## src/rtl/timer_arbiter.sv

```systemverilog
// Shared delay timer arbitrated among N_REQ requesters; winner waits its delay then gets a done pulse.
// Optional round-robin arbitration with TIMER_ARB_RR_EN, otherwise fixed priority (lowest index wins).
module timer_arbiter #(
  parameter int N_REQ = 4,
  parameter int CW    = 8
) (
  input  logic                  clk,
  input  logic                  rst,
  input  logic [N_REQ-1:0]      req,
  input  logic [N_REQ*CW-1:0]   delay,
  output logic [N_REQ-1:0]      grant,
  output logic [N_REQ-1:0]      done,
  output logic                  busy,
  output logic [CW-1:0]         count
);

  localparam int IW = (N_REQ > 1) ? $clog2(N_REQ) : 1;

  typedef enum logic [1:0] {
    IDLE = 2'd0,
    LOAD = 2'd1,
    RUN  = 2'd2,
    DONE = 2'd3
  } state_t;

  state_t           state_q;
  logic [IW-1:0]    win_q;
  logic [CW-1:0]    cnt_q;
  logic [N_REQ-1:0] grant_q;
  logic [N_REQ-1:0] done_q;
  logic             busy_q;

  logic             arb_vld;
  logic [IW-1:0]    arb_idx;
  logic [CW-1:0]    slice;
  logic             owner_req;

  always_comb begin
    slice     = delay[int'(win_q)*CW +: CW];
    owner_req = req[win_q];
  end

`ifdef TIMER_ARB_RR_EN
  logic [IW-1:0] ptr_q;
  logic [IW-1:0] ptr_d;
  int            idx;

  // Walk from the farthest candidate back to the pointer so the closest one wins.
  always_comb begin
    arb_vld = 1'b0;
    arb_idx = '0;
    idx     = 0;
    for (int k = N_REQ - 1; k >= 0; k--) begin
      idx = int'(ptr_q) + k;
      if (idx >= N_REQ) idx = idx - N_REQ;
      if (req[IW'(idx)]) begin
        arb_vld = 1'b1;
        arb_idx = IW'(idx);
      end
    end
    ptr_d = (win_q == IW'(N_REQ - 1)) ? '0 : win_q + IW'(1);
  end
`else
  always_comb begin
    arb_vld = 1'b0;
    arb_idx = '0;
    for (int i = N_REQ - 1; i >= 0; i--) begin
      if (req[IW'(i)]) begin
        arb_vld = 1'b1;
        arb_idx = IW'(i);
      end
    end
  end
`endif

  always_ff @(posedge clk) begin
    if (rst) begin
      state_q <= IDLE;
      win_q   <= '0;
      cnt_q   <= '0;
      grant_q <= '0;
      done_q  <= '0;
      busy_q  <= 1'b0;
`ifdef TIMER_ARB_RR_EN
      ptr_q   <= '0;
`endif
    end else begin
      done_q <= '0;
      case (state_q)
        IDLE: begin
          if (arb_vld) begin
            state_q <= LOAD;
            win_q   <= arb_idx;
            grant_q <= N_REQ'(1) << arb_idx;
            busy_q  <= 1'b1;
          end
        end
        LOAD: begin
`ifdef TIMER_ARB_RR_EN
          ptr_q <= ptr_d;
`endif
          if (!owner_req) begin
            state_q <= IDLE;
            cnt_q   <= '0;
            grant_q <= '0;
            busy_q  <= 1'b0;
          end else if (slice == '0) begin
            state_q <= DONE;
            cnt_q   <= '0;
            done_q  <= grant_q;
          end else begin
            state_q <= RUN;
            cnt_q   <= slice;
          end
        end
        RUN: begin
          // Abort outranks expiry: a dropped request never sees done.
          if (!owner_req) begin
            state_q <= IDLE;
            cnt_q   <= '0;
            grant_q <= '0;
            busy_q  <= 1'b0;
          end else if (cnt_q == CW'(1)) begin
            state_q <= DONE;
            cnt_q   <= '0;
            done_q  <= grant_q;
          end else begin
            cnt_q <= cnt_q - CW'(1);
          end
        end
        DONE: begin
          state_q <= IDLE;
          cnt_q   <= '0;
          grant_q <= '0;
          busy_q  <= 1'b0;
        end
        default: begin
          state_q <= IDLE;
          cnt_q   <= '0;
          grant_q <= '0;
          busy_q  <= 1'b0;
        end
      endcase
    end
  end

  assign grant = grant_q;
  assign done  = done_q;
  assign busy  = busy_q;
  assign count = cnt_q;

endmodule

```

## config.mk

```make
export PLATFORM = sky130hd
export DESIGN_NAME = timer_arbiter
export DESIGN_NICKNAME = d
export VERILOG_FILES = /design/src/rtl/timer_arbiter.sv
export SDC_FILE = /design/constraint.sdc
export NUM_CORES = 1
export LEC_CHECK = 0
export CAP_MARGIN = 40
export CORE_MARGIN = 2
export CORE_UTILIZATION = 40
export CTS_CLUSTER_DIAMETER = 200
export DETAILED_ROUTE_END_ITERATION = 6
export GPL_TIMING_DRIVEN = 0
export HOLD_SLACK_MARGIN = 0.1
export PLACE_DENSITY = 0.9
export SLEW_MARGIN = 20
export SYNTH_ARGS = -nofsm -noshare
export SYNTH_HDL_FRONTEND = slang
export SYNTH_SLANG_ARGS = --single-unit
```

## constraint.sdc

```tcl
create_clock -name clk -period 1.8 [get_ports clk]
set_input_delay 0.36 -clock clk [delete_from_list [all_inputs] [get_ports clk]]
set_output_delay 0.36 -clock clk [all_outputs]
set_load 0.02 [all_outputs]
```

==> flow_summary.toml <==
[layout]
utilization_pct = 61.5
drive_above_1_share_pct = 16.9
final_nets = 212
register_area_um2 = 320
diodes = 0
fill_cells = 227
multiInputGateArea_um2 = 711
area_growth_pct = 42.7
design_area_mm2 = 0.00155
layoutNonFillerInstCount = 196

[die]
io-pin-count = 55
core_region_area_mm2 = 0.00252
die_h_um = 56.1
num_rows = 18
die_area_mm2 = 0.00315
die_x_um = 56.1
start_util_pct = 43.1

[timing]
clock_skew_ns = 0.00462
drv_slew = 0
fin_crit_sh_pct = 98.3
slew_headroom_pct = 52.2
fin_crit_ns = 1.77
hold_slack_ns = 0.410
fmax_mhz = 565
hold_violations = 0
setup_viol = 0
worstMarginPinSlew_ns = 0.710

[clock_network]
root_buffer = "clkbuf_4"
cts.sinks = 16
cts-htree-levels = 1
numCtsBuffers = 3
clk_path_buf_depth = 2
cts_tree = "built"
clk-insertion-delay-late_ns = 0.29
clk_pin_slew_ns = 0.10

[route]
dr.pass1.iters = 4
post-route-drc-count = 0
ant_nets = 0
routed_via_density = 5.94
drtIter0Drc = 67
routed_wl_um = 3090
wire_per_inst_um = 15.8
vias = 1165

[synthesis]
synth_cells = 126
synthFlopType = "dfxtp_1"
avgSynthCellArea_um2 = 8.62
yosysMostFrequentCell = "dfxtp_1"
synth_top_area_cell = "dfxtp_1"
syn_area_mm2 = 0.00109
netlist.area_leader.share_pct = 29.5
netlist_top_cells_count = "16 x dfxtp_1, 12 x inv_1, 8 x a21oi_1, 8 x mux2_2"
synth-seq-area-share_pct = 29.5
synthArstFlopShare_pct = 0
synth_area_leaders = "dfxtp_1 29%, mux2_2 8.3%, ha_1 8.1%, a211oi_1 4.1%, inv_1 4.1%"
synth_warnings = 0
synth_cell_type_count = 37
synth_edf_count = 0
synth-seq-cells = 16

[global_route]
busiest_layer = "met2"
antenna_found_initial = 0
grt_pass1_vias = 1204
grt_start_max_net_pins = 11
use_met3_pct = 6.28
use_met1_pct = 23.9
grt_overflow_total = 0
grt_use_met2_pct = 36.5
grt_pass1_wl_um = 5310
grt_usage_pct = 21.2

[power_and_ir_drop]
power.leakage_nw = 0.618
peakVddDrop_uv = 494
cellPowerDensity_mw_per_mm2 = 650
totalPowerFinal_mw = 1.01

[critical_path]
reg2reg_from = "state_q[0]"
endpoint = "state_q[0]"
critical_path_class = "input port to flop"
crit_fanout = 3
endpoint_kind = "flop"
critPathLaunch = "delay[6]"
reg2reg_depth = 7
reg2reg_slack_ns = 0.10
critPathLaunchType = "input port"
required_ns = 2.01
arrival_ns = 1.98
reg2reg_to = "count[7]"

[place]
dp.cells = 191
gp_congestion = 0.849
port_buffers = 32
dpl_cell_area_mm2 = 0.00146
dp_hpwl_um = 2430

[run_status]
status = "finished, final reports clean"

[hold_path]
hold_path.class = "input port to flop"
hold_start = "req[0]"

[flow_run]
maxCapViolCount = 0
-- metrics by stage --
step,TNS [ns],setup slack (ns)
3_5_place_dp,-4.30,-0.512
2_1_floorplan,0,0.184
3_3_place_gp,-3.47,-0.421
4_1_cts,0,0.00267
5_1_grt,-0.109,-0.0531
6_report,0,0.0314
-- cell type report --
cell class              instances  share of cell area (%)
plain buffers                   8                    3.55
clock buffers                   4                    2.34
inverters                      12                    2.91
multi-input cells              92                    45.8
flip-flops and latches         16                    20.7
well taps                      30                    2.42
repair buffers                 34                    22.3
-- sequential cells by signal (all words and copies together), names as in the netlist --
signal and cells:
win_q 1, grant 2, state_q 2, done 2, busy 1, count 8
-- worst max-delay path: stages --
cell,delay (ns)
clkdlybuf4s50_1,0.44
or4_1,0.57
nor3_1,0.19
o211ai_1,0.17
a221oi_2,0.25
-- layout by cell type (no fill, tap or decap), drive strengths merged, types with 4 or more instances in the layout --
cell           count
nor3               6
a21oi              8
a32oi              4
nor2               6
ha                 7
nand2              7
nand3              4
dfxtp             16
clkbuf             7
conb               4
a211oi             6
o32ai              5
clkdlybuf4s50     28
dlymetal6s2s       4
nor4               5
inv               12
buf                7
mux2               8
-- cells by family (layout without fill, tap and decap cells) --
group | Yosys count | after routing | synth area share (%)
other | 1 | 4 | 0.345
AOI/OAI and AO/OA | 32 | 32 | 23.2
and+or+nand+nor | 39 | 39 | 19.5
buffers and inverters | 21 | 58 | 9.33
muxes | 10 | 10 | 10.1
adders and majority gates | 7 | 7 | 8.06
DFF | 16 | 16 | 29.5
-- routing by layer --
metal / share of wire [%] / routed length (µm) / up-vias
li1: - / - / 552
met1: 37 / 1160 / 541
met2: 51 / 1590 / 58
met3: 7.7 / 237 / 14
met4: 3.4 / 104 / 0
met5: 0 / 0 / -
-- report_power, final --
group	switching [mW]	leakage, nW	internal [mW]
logic	0.188	0.466	0.167
registers	0.0301	0.131	0.378
clock network	0.121	0.0210	0.123
-- worst min path at each step --
stage	cells after the start	to
after floorplan	1	win_q[0]
after global placement	2	done[1]
after detailed placement	2	done[1]
after CTS	2	done[1]
after global routing	2	win_q[0]
final	2	win_q[0]
-- timing repair --
action                                  CTS  global route
gates resized for setup                   3            11
setup buffers                             1             1
pin swaps                                 1             1
hold buffers                              0             0
gates cloned                              0             0
endpoints found under the setup margin    9            15
Power figures use the tool's default switching activity.
